### config.mk
export PLATFORM = sky130hd
export DESIGN_NAME = program_loader
export DESIGN_NICKNAME = d
export VERILOG_FILES = /design/src/rtl/program_loader.sv
export SDC_FILE = /design/constraint.sdc
export NUM_CORES = 1
export LEC_CHECK = 0
export ABC_AREA = 0
export CAP_MARGIN = 40
export CORE_MARGIN = 2
export CORE_UTILIZATION = 50
export CTS_CLUSTER_DIAMETER = 50
export CTS_CLUSTER_SIZE = 16
export DETAILED_ROUTE_END_ITERATION = 7
export GPL_TIMING_DRIVEN = 0
export PLACE_DENSITY = 0.84
export SLEW_MARGIN = 20
export SYNTH_ARGS = -nofsm -noshare
export SYNTH_HDL_FRONTEND = slang
export SYNTH_SLANG_ARGS = --single-unit
### constraint.sdc
create_clock -name clk -period 2.85 [get_ports clk]
set_input_delay 0.285 -clock clk [delete_from_list [all_inputs] [get_ports clk]]
set_output_delay 0.285 -clock clk [all_outputs]
set_load 0.1 [all_outputs]
### src/rtl/program_loader.sv
// program_loader: boot-stage loader that receives a framed byte stream
// (LEN_HI, LEN_LO, N x {HI,LO}, CHK) and writes the words into instruction
// memory. The CPU is held in reset through cpu_hold until a good load.
//
// Ports:
//   clk, reset        clock, asynchronous active-low reset
//   in_valid/in_data  byte stream offered to the loader
//   in_ready          loader accepts a byte this cycle (state decode only)
//   start             re-arms the loader from DONE or ERR
//   im_we/im_addr/im_wdata  one-cycle instruction-memory write
//   cpu_hold          CPU reset, high while not DONE
//   done, err         load result
//   words_loaded      words written in the current load
module program_loader #(
  parameter int unsigned INSTR_W = 15,
  parameter int unsigned ADDR_W  = 8
) (
  input  logic               clk,
  input  logic               reset,
  input  logic               in_valid,
  input  logic [7:0]         in_data,
  output logic               in_ready,
  input  logic               start,
  output logic               im_we,
  output logic [ADDR_W-1:0]  im_addr,
  output logic [INSTR_W-1:0] im_wdata,
  output logic               cpu_hold,
  output logic               done,
  output logic               err,
  output logic [ADDR_W:0]    words_loaded
);

  localparam int unsigned WL_W = ADDR_W + 1;
  localparam int unsigned CAP  = 32'd1 << ADDR_W;
  // HI bits above the instruction width are ignored everywhere, including
  // the running checksum.
  localparam logic [7:0] HI_MASK = 8'((32'd1 << (INSTR_W - 8)) - 32'd1);

  typedef enum logic [2:0] {
    S_LEN_HI, S_LEN_LO, S_DATA_HI, S_DATA_LO, S_CHK, S_DONE, S_ERR
  } state_t;

  state_t              state_q, state_d;
  logic [15:0]         len_q, len_d;
  logic [7:0]          hi_q, hi_d;
  logic [7:0]          xor_q, xor_d;
  logic [WL_W-1:0]     wl_q, wl_d;
  logic                we_q, we_d;
  logic [ADDR_W-1:0]   addr_q, addr_d;
  logic [INSTR_W-1:0]  wdata_q, wdata_d;
  logic                hold_q, hold_d;
  logic                done_q, done_d;
  logic                err_q, err_d;
  logic                rdy_q, rdy_d;

  logic                accept;
  logic [15:0]         len_new;
  logic [7:0]          hi_masked;

  // Next-state and next-output decode.
  always_comb begin
    state_d   = state_q;
    len_d     = len_q;
    hi_d      = hi_q;
    xor_d     = xor_q;
    wl_d      = wl_q;
    we_d      = 1'b0;
    addr_d    = addr_q;
    wdata_d   = wdata_q;
    hold_d    = hold_q;
    done_d    = done_q;
    err_d     = err_q;
    accept    = in_valid && rdy_q;
    len_new   = {len_q[15:8], in_data};
    hi_masked = in_data & HI_MASK;

    unique case (state_q)
      S_LEN_HI: if (accept) begin
        len_d   = {in_data, len_q[7:0]};
        xor_d   = xor_q ^ in_data;
        state_d = S_LEN_LO;
      end
      S_LEN_LO: if (accept) begin
        len_d = len_new;
        xor_d = xor_q ^ in_data;
        if (len_new == 16'd0 || 32'(len_new) > CAP) begin
          state_d = S_ERR;
          err_d   = 1'b1;
        end else begin
          state_d = S_DATA_HI;
        end
      end
      S_DATA_HI: if (accept) begin
        hi_d    = hi_masked;
        xor_d   = xor_q ^ hi_masked;
        state_d = S_DATA_LO;
      end
      S_DATA_LO: if (accept) begin
        xor_d   = xor_q ^ in_data;
        we_d    = 1'b1;
        addr_d  = wl_q[ADDR_W-1:0];
        wdata_d = INSTR_W'({hi_q, in_data});
        wl_d    = wl_q + WL_W'(1);
        if (32'(wl_q) + 32'd1 == 32'(len_q)) state_d = S_CHK;
        else                                 state_d = S_DATA_HI;
      end
      S_CHK: if (accept) begin
        if (in_data == xor_q) begin
          state_d = S_DONE;
          done_d  = 1'b1;
          hold_d  = 1'b0;
        end else begin
          state_d = S_ERR;
          err_d   = 1'b1;
        end
      end
      S_DONE, S_ERR: if (start) begin
        state_d = S_LEN_HI;
        done_d  = 1'b0;
        err_d   = 1'b0;
        hold_d  = 1'b1;
        wl_d    = '0;
        xor_d   = 8'd0;
      end
      default: state_d = S_LEN_HI;
    endcase

    // Registered from next state, so it is a pure decode of the current state.
    rdy_d = (state_d != S_DONE) && (state_d != S_ERR);
  end

  // State and output registers.
  always_ff @(posedge clk or negedge reset) begin
    if (!reset) begin
      state_q <= S_LEN_HI;
      len_q   <= 16'd0;
      hi_q    <= 8'd0;
      xor_q   <= 8'd0;
      wl_q    <= '0;
      we_q    <= 1'b0;
      addr_q  <= '0;
      wdata_q <= '0;
      hold_q  <= 1'b1;
      done_q  <= 1'b0;
      err_q   <= 1'b0;
      rdy_q   <= 1'b1;
    end else begin
      state_q <= state_d;
      len_q   <= len_d;
      hi_q    <= hi_d;
      xor_q   <= xor_d;
      wl_q    <= wl_d;
      we_q    <= we_d;
      addr_q  <= addr_d;
      wdata_q <= wdata_d;
      hold_q  <= hold_d;
      done_q  <= done_d;
      err_q   <= err_d;
      rdy_q   <= rdy_d;
    end
  end

  assign in_ready     = rdy_q;
  assign im_we        = we_q;
  assign im_addr      = addr_q;
  assign im_wdata     = wdata_q;
  assign cpu_hold     = hold_q;
  assign done         = done_q;
  assign err          = err_q;
  assign words_loaded = wl_q;

endmodule
==> results of run 1 <==
flip-flops by register name, indices dropped and copies added, names as in the netlist:
signal,flops
len_q,16
err,1
words_loaded,9
xor_q,8
done,1
im_addr,8
im_we,1
im_wdata,15
cpu_hold,1
hi_q,7
in_ready,1
state_q,3
final timing paths:
path | startpoint | end | cells past startpoint
worst max register to register | words_loaded[1] | state_q[2] | 8
max in group asynchronous | reset | cpu_hold | 3
min in group asynchronous | reset | im_wdata[11] | 2
worst max-delay path | words_loaded[1] | state_q[2] | 8
worst min register to register | hi_q[1] | im_wdata[9] | 2
worst min-delay path | in_data[5] | im_wdata[5] | 3
tightest hold or removal path, stage by stage:
cell and delay (ns):
buf_4 0.15, nand2_1 0.06, nand2_1 0.05
layout by cell type, fill, tap and decap left out, types with 3 or more instances in the layout:
| cell | netlist | layout |
|---|---|---|
| nand2b_1 | 3 | 3 |
| o22ai_1 | 3 | 3 |
| nor4_1 | 6 | 6 |
| nand3_1 | 6 | 6 |
| o21ai_0 | 34 | 34 |
| buf_4 | 5 | 6 |
| clkdlybuf4s50_1 | 0 | 39 |
| nor2_1 | 26 | 26 |
| buf_8 | 0 | 37 |
| inv_1 | 5 | 5 |
| clkbuf_8 | 0 | 9 |
| clkbuf_1 | 9 | 9 |
| nand2_1 | 90 | 90 |
| mux2_2 | 23 | 23 |
| and3_1 | 3 | 3 |
| dfrtp_1 | 69 | 69 |
| a21oi_1 | 5 | 5 |
| nor3_1 | 5 | 5 |
| xor2_1 | 13 | 13 |
| buf_2 | 7 | 7 |
| xnor2_1 | 11 | 11 |
| nand4_1 | 4 | 4 |
repair_timing:
item,4_1_cts,5_1_grt
hold endpoints to repair,19,0
buffers inserted,0,0
hold buffers,1,0
where the power goes:
group          total (W)  internal, W  switching (W)  leakage (nW)
clock           0.000900     0.000494       0.000406         0.110
combinational    0.00352      0.00131        0.00221          1.15
sequential       0.00174      0.00143       0.000303         0.883
total            0.00615      0.00324        0.00291          2.14
layout make-up:
class	instances	share of cell area
Clock buffer	9	0.0260
Tap cell	80	0.0210
Sequential cell	71	0.373
Multi-Input combinational cell	262	0.320
Clock inverter	7	0.0199
Buffer	24	0.0278
Inverter	6	0.00472
Timing Repair Buffer	79	0.208
logic make-up (layout without fill, tap and decap cells):
family	Yosys count	count (layout)	synth area share
AND/OR/NAND/NOR	156	156	0.199
flip-flops	71	71	0.514
multiplexers	23	23	0.0749
AO/OA/AOI/OAI	58	58	0.103
adder cells (fa/ha/maj)	1	1	0.00362
XOR/XNOR	24	24	0.0608
buffers and inverters	30	125	0.0448
through the flow:
step / hold slack (ns) / setup WS [ns]
after floorplan: -0.0106 / 0.0962
after global placement: 0.447 / -0.807
after detailed placement: 0.190 / 0.449
after CTS: 0.216 / 0.478
after global routing: 0.231 / 0.395
final: 0.220 / 0.486
metal layers:
metal  wire, µm  vias up
met5          0        -
met1       3630     1508
met4        251        0
met3        549       28
li1           -     1398
met2       4560      142
==> flow_summary.yaml, run 1 <==
yosys:
  synth_fp_nets: 376
  yosysSeqAreaShare: 0.514
  yosys.area.top_type: "dfrtp_1"
  syn_area_per_cell_um2: 9.53
  synth_edf_count: 0
  synth-main-ff-cell: "dfrtp_1"
  yosys-top-cells-area: "dfrtp_1 50%, nand2_1 9.8%, mux2_2 7.5%"
  syn-instance-count: 363
  synth.ff_latch_count: 71
  synth-async-reset-ratio: 1.00
  yosys_warnings: 0
  synth_area_um2: 3460
  ys_types: 47
  synth_common_cells: "90 x nand2_1, 69 x dfrtp_1, 34 x o21ai_0"
  synth_top_area_frac: 0.499
  yosysMostFrequentCell: "nand2_1"
floorplanning:
  die_w_um: 87.2
  die-area_um2: 7600
  core-area_um2: 6760
  die_y_um: 87.2
  row_count: 30
  pin_count: 49
  start_util: 0.512
global_routing:
  met2_usage: 0.423
  use_met1: 0.321
  grtUsageMet3: 0.0682
  grt_max_degree: 53
  grt_overflow: 0
  antenna_found_initial: 0
  grt_pass1_wl_mm: 15.0
  grt_busiest_layer: "met2"
  first_global_vias: 3146
  grtUsageTotal: 0.256
placement:
  dpl.cell_count: 521
  place_area_um2: 4540
  io_buffers: 40
  gp_congestion: 0.849
  dp_hpwl_mm: 6.04
worst_setup_path:
  critPathLaunchType: "flip-flop"
  worst_path_largest_cell_delay_ns: 0.49
  critPathBufInv: 1
  crit_path_end_kind: "flip-flop"
  crit_chain: "ha_1 -> buf_6 -> xor2_1 -> nand4_1 -> a2111oi_2 -> a221oi_2 -> or4_1 -> nand3_1"
  reg2reg_slack_ns: 0.49
  worstPathRequired_ns: 3.14
  worstSetupPathType: "flip-flop to flip-flop"
  cp_max_fo: 8
  cp_slowest_cell: "or4_1"
  critical_path_arrival_ns: 2.66
  cp_top_family: "simple AND/OR/NAND/NOR gates"
cells_and_area:
  ff_latch_area_um2: 1780
  fin_cells: 538
  fill_cells: 443
  syn2layout_area_growth_pct: 37.9
  final_layout_size_suffix_gt1_frac: 0.225
  postLayoutCellArea_um2: 4770
  fin_nets: 466
  multi_input_area_um2: 1530
  diodes: 0
  final_util: 0.706
clock_network:
  cts-resized-gates: 0
  htreeDepth: 3
  clockRootBuffer: "clkbuf_8"
  path_clk_slew_ns: 0.09
  cts_made_buffers: 9
  cts_tree: "yes"
  ctsLongestPathBuffers: 2
  worstSkewPairLatency_ns: 0.36
  cts_sinks: 71
hold_path:
  hold_class: "input port to flip-flop"
drt:
  wl_per_cell_um: 16.7
  vias_per_cell: 5.72
  num_vias: 3076
  drc: 0
  ant_nets: 0
  wirelength_mm: 8.99
  first_pass_iters: 5
  drt_iter0_drc: 227
power:
  fin_total_pwr_w: 0.00615
  p_leak_nw: 2.14
  vdd_ir_drop_max_v: 0.00102
  power_density_nw_per_um2: 1290
timing:
  fin_worst_skew_ns: 0.0101
  post-route-period-util: 0.829
  tightestPinTransition_ns: 0.707
  setup_tns_ns: 0
  setup_viol: 0
  relSlewSlack: 0.527
  finalHoldViolations: 0
  max_freq_mhz: 423
  final_period_minus_worst_setup_slack_ns: 2.36
  rsz0062_at_grt: "no"
  finalMaxSlewViolations: 0
run_status:
  status: "complete, no violations"
job:
  max_cap_viol_count: 0
Power figures use the tool's default switching activity.
==> inputs of run 2 (changes only) <==
==> constraint.sdc (replaced) <==
create_clock -name clk -period 2.4 [get_ports clk]
set_input_delay 0.24 -clock clk [delete_from_list [all_inputs] [get_ports clk]]
set_output_delay 0.24 -clock clk [all_outputs]
set_load 0.1 [all_outputs]
==> flow_summary.yaml, run 2 (synthesis results as in run 1) <==
global_routing:
  grt_overflow: 0
  grtUsageTotal: 0.238
  grt_pass1_wl_mm: 14.1
  antenna_found_initial: 0
  grt_max_degree: 44
  first_global_vias: 2954
floorplanning:
  start_util: 0.512
  die_y_um: 87.2
  row_count: 30
  die-area_um2: 7600
  pin_count: 49
  core-area_um2: 6760
  die_w_um: 87.2
cells_and_area:
  syn2layout_area_growth_pct: 38.0
  fin_nets: 466
  final_common_cell: "nand2_1"
  most-common-layout-cells: "90 x nand2_1, 62 x dfrtp_1, 39 x clkdlybuf4s50_1, 36 x buf_8, 34 x o21ai_0"
  diodes: 0
  final_layout_size_suffix_gt1_frac: 0.238
  largest-register: "len_q"
  fin_cells: 538
  largest_reg_flops: 16
  final_util: 0.707
timing:
  relSlewSlack: 0.501
  setup_viol: 0
  rsz0062_at_grt: "no"
  post-route-period-util: 0.973
  final_period_minus_worst_setup_slack_ns: 2.34
  max_freq_mhz: 428
  finalMaxSlewViolations: 0
  tightestPinTransition_ns: 0.746
  fin_worst_skew_ns: 0.00955
  finalHoldViolations: 0
clock_network:
  worstSkewPairLatency_ns: 0.35
  htreeDepth: 3
  cts_sinks: 71
  cts_tree: "yes"
  clockRootBuffer: "clkbuf_8"
  cts_made_buffers: 9
  path_clk_slew_ns: 0.08
  ctsLongestPathBuffers: 2
worst_setup_path:
  worstSetupPathType: "flip-flop to flip-flop"
  r2r-end: "state_q[2]"
  crit_chain: "ha_1 -> xor2_1 -> or3_1 -> nor3_2 -> nand4_1 -> or4_1 -> nand3_1"
  cp_slowest_cell: "or4_1"
  critical_path_arrival_ns: 2.61
  worst_r2r_path_depth: 7
  reg2reg_slack_ns: 0.06
  startpoint: "words_loaded[1]"
  cp_max_fo: 8
  worstPathRequired_ns: 2.68
  crit_path_end: "state_q[2]"
  worst_path_largest_cell_delay_ns: 0.56
  critPathLaunchType: "flip-flop"
  r2r-start: "words_loaded[1]"
  crit_path_end_kind: "flip-flop"
drt:
  ant_nets: 0
  num_vias: 2988
  drt_iter0_drc: 237
  wirelength_mm: 8.68
  wl_per_cell_um: 16.1
  first_pass_iters: 6
  drc: 0
  vias_per_cell: 5.55
power:
  power_density_nw_per_um2: 1500
  fin_total_pwr_w: 0.00718
  p_leak_nw: 2.12
  vdd_ir_drop_max_v: 0.00127
placement:
  dpl.cell_count: 521
  gp_congestion: 0.845
  io_buffers: 40
  dp_hpwl_mm: 6.07
run_status:
  status: "complete, no violations"
hold_path:
  hold_class: "input port to flip-flop"
job:
  max_cap_viol_count: 0
[run 2: changes by cell type in the layout (fill, tap and decap cells not counted), sizes merged]
cell,before,now
bufinv,2,1
clkbuf,18,19
clkinv,3,4
inv,7,6
[run 2: timing repair]
action                                  CTS  global route
endpoints found under the hold margin    27             0
setup buffers                             0             0
hold buffers                              1             0
endpoints found under the setup margin    0             7
gates resized for setup                   0             2
[run 2: area by class of cell]
cell class	instances	area, µm²
fill	439	1980
sequential	71	1790
multi-input combinational	262	1550
timing repair buffer	79	996
buffer	24	133
clock buffer	10	128
tap	80	100
clock inverter	6	61.3
inverter	6	22.5
[run 2: where the power goes]
group | leakage [nW] | total, W | switching [W] | internal [W]
combinational | 1.15 | 0.00418 | 0.00260 | 0.00158
sequential | 0.872 | 0.00206 | 0.000352 | 0.00171
clock | 0.0960 | 0.000935 | 0.000459 | 0.000476
[run 2: worst min path at each step]
stage              endpoint  startpoint  slack, ns  depth (start not counted)
3_3_place_gp   im_wdata[14]     hi_q[6]       0.44                          2
5_1_grt         im_wdata[3]  in_data[3]       0.18                          3
2_1_floorplan          done       reset      -0.06                          0
6_report        im_wdata[5]  in_data[5]       0.18                          3
4_1_cts         im_wdata[5]  in_data[5]       0.17                          3
3_5_place_dp    im_wdata[4]       reset       0.19                          1
[run 2: metrics by stage]
| step | worst slack (ns) | hold slack [ns] | TNS (ns) | instance area, µm² |
|---|---|---|---|---|
| final | 0.0644 | 0.180 | 0 | 4780 |
| after detailed placement | 0.0471 | 0.187 | 0 | 4560 |
| after global placement | -1.70 | 0.444 | -87.88 | 3970 |
| after floorplan | 0.0474 | -0.0556 | 0 | 3470 |
| after CTS | 0.0603 | 0.174 | 0 | 4760 |
| after global routing | 0.00210 | 0.176 | 0 | 4780 |
[run 2: worst max-delay path: cells and delay by family, from the launching register on]
family | cells | cell delay, ns
and+or+nand+nor | 5 | 1.24
DFF | 1 | 0.53
adders and majority gates | 1 | 0.34
xor gates and xnor gates | 1 | 0.17
[run 2: layer usage]
layer	routed length [µm]	track usage	vias up
met1	3760	0.323	1472
met2	4400	0.394	102
met5	0	0	-
li1	-	-	1401
met3	422	0.0521	13
met4	95	0.0573	0
==> inputs of run 3 (changes only) <==
--- a/config.mk
+++ b/config.mk
@@ -7,7 +7,7 @@
 export LEC_CHECK = 0
 export ABC_AREA = 0
 export CAP_MARGIN = 40
-export CORE_MARGIN = 2
+export CORE_MARGIN = 5
 export CORE_UTILIZATION = 50
 export CTS_CLUSTER_DIAMETER = 50
 export CTS_CLUSTER_SIZE = 16
==> flow_summary.yaml, run 3 (synthesis results as in run 1) <==
floorplanning:
  die_y_um: 93.2
  pin_count: 49
  row_count: 30
  core-area_um2: 6760
  die-area_um2: 8680
  start_util: 0.512
  die_w_um: 93.2
worst_setup_path:
  reg2reg_slack_ns: 0.11
  r2r-start: "words_loaded[1]"
  r2r-end: "state_q[2]"
  worst_r2r_path_depth: 7
  critical_path_arrival_ns: 2.59
  worstPathRequired_ns: 2.70
  worstSetupPathType: "flip-flop to flip-flop"
  critPathLaunchType: "flip-flop"
  crit_path_end_kind: "flip-flop"
  cp_max_fo: 8
global_routing:
  antenna_found_initial: 0
  grtUsageTotal: 0.225
  grt_max_degree: 50
  grt_pass1_wl_mm: 15.2
  first_global_vias: 3091
  grt_overflow: 0
placement:
  dp_hpwl_mm: 6.28
  pre_cts_ws_ns: 0.0514
  io_buffers: 40
  gp_congestion: 0.836
drt:
  drt_iter0_drc: 350
  drc: 0
  num_vias: 3035
  wl_per_cell_um: 17.1
  wirelength_mm: 9.22
  first_pass_iters: 4
  vias_per_cell: 5.64
  ant_nets: 0
clock_network:
  htreeDepth: 3
  worstSkewPairLatency_ns: 0.36
  ctsLongestPathBuffers: 2
  clockRootBuffer: "clkbuf_8"
  cts_tree: "yes"
  path_clk_slew_ns: 0.09
  post-cts-setup-buffers: 0
  cts_made_buffers: 9
  cts_sinks: 71
hold_path:
  hold_start: "in_data[4]"
  holdPathStages: 3
  min_to: "im_wdata[4]"
  hold_class: "input port to flip-flop"
job:
  max_cap_viol_count: 0
cells_and_area:
  fin_nets: 466
  syn2layout_area_growth_pct: 38.5
  largest_reg_flops: 16
  final_util: 0.709
  largest-register: "len_q"
  diodes: 0
  most-common-layout-cells: "90 x nand2_1, 62 x dfrtp_1, 39 x clkdlybuf4s50_1, 36 x buf_8, 34 x o21ai_0"
  final_layout_size_suffix_gt1_frac: 0.240
  fill_cells: 431
  final_common_cell: "nand2_1"
power:
  p_leak_nw: 2.12
  vdd_ir_drop_max_v: 0.00146
  power_density_nw_per_um2: 1510
  fin_total_pwr_w: 0.00724
timing:
  relSlewSlack: 0.510
  post-route-period-util: 0.955
  tightestPinTransition_ns: 0.733
  fin_ws_ns: 0.108
  setup_viol: 0
  finalMaxSlewViolations: 0
  max_freq_mhz: 436
  fin_worst_skew_ns: 0.0134
  finalHoldViolations: 0
  final_period_minus_worst_setup_slack_ns: 2.29
  rsz0062_at_grt: "no"
run_status:
  status: "complete, no violations"
-- run 3: changes by cell type in the layout (fill, tap and decap cells not counted), sizes merged --
| cell | before | now |
|---|---|---|
| clkinv | 4 | 3 |
| clkinvlp | 1 | 2 |
| clkbuf | 19 | 18 |
| inv | 6 | 7 |
-- run 3: worst max-delay path: stages (launching register included) --
cell     delay, ns
dfrtp_4       0.52
ha_1          0.33
xor2_1        0.16
or3_1         0.31
nor3_2        0.11
nand4_1       0.16
or4_1         0.54
nand3_1       0.11
-- run 3: final cells by class --
class	count	area, µm²	share of cell area
inverters	6	22.5	0.00470
clock inverters	7	72.6	0.0151
multi-input cells	262	1550	0.323
well taps	80	100	0.0209
flip-flops and latches	71	1790	0.374
repair buffers	79	1000	0.209
clock buffers	9	124	0.0259
plain buffers	24	133	0.0277
-- run 3: how the worst max path moves through the flow --
stage / start / end
floorplan: words_loaded[0] / state_q[2]
global placement: reset / words_loaded[1]
detailed placement: in_valid / im_wdata[6]
CTS: words_loaded[1] / state_q[2]
global route: words_loaded[1] / state_q[2]
finish: words_loaded[1] / state_q[2]
-- run 3: layer usage --
metal	vias to the layer above	GRT usage	share of wire
li1	1400	-	-
met1	1481	0.281	0.41
met2	124	0.373	0.50
met3	30	0.0515	0.065
met4	0	0.0989	0.029
met5	-	0	0
-- run 3: timing repair --
action	in CTS	in global routing
gates resized for setup	0	2
endpoints found under the hold margin	22	0
setup endpoints to repair	0	2
hold buffers	1	0
-- run 3: metrics by stage --
stage	instance area [µm²]	hold WS, ns	setup TNS [ns]	std cells
CTS	4770	0.160	0	538
floorplan	3470	-0.0556	0	363
detailed placement	4560	0.160	0	521
global placement	3970	0.447	-90.90	483
finish	4790	0.169	0	538
global route	4790	0.176	0	538
-- run 3: report_power, final --
group          switching (W)  internal (W)
Clock               0.000493      0.000481
Sequential          0.000347       0.00171
Combinational        0.00264       0.00158
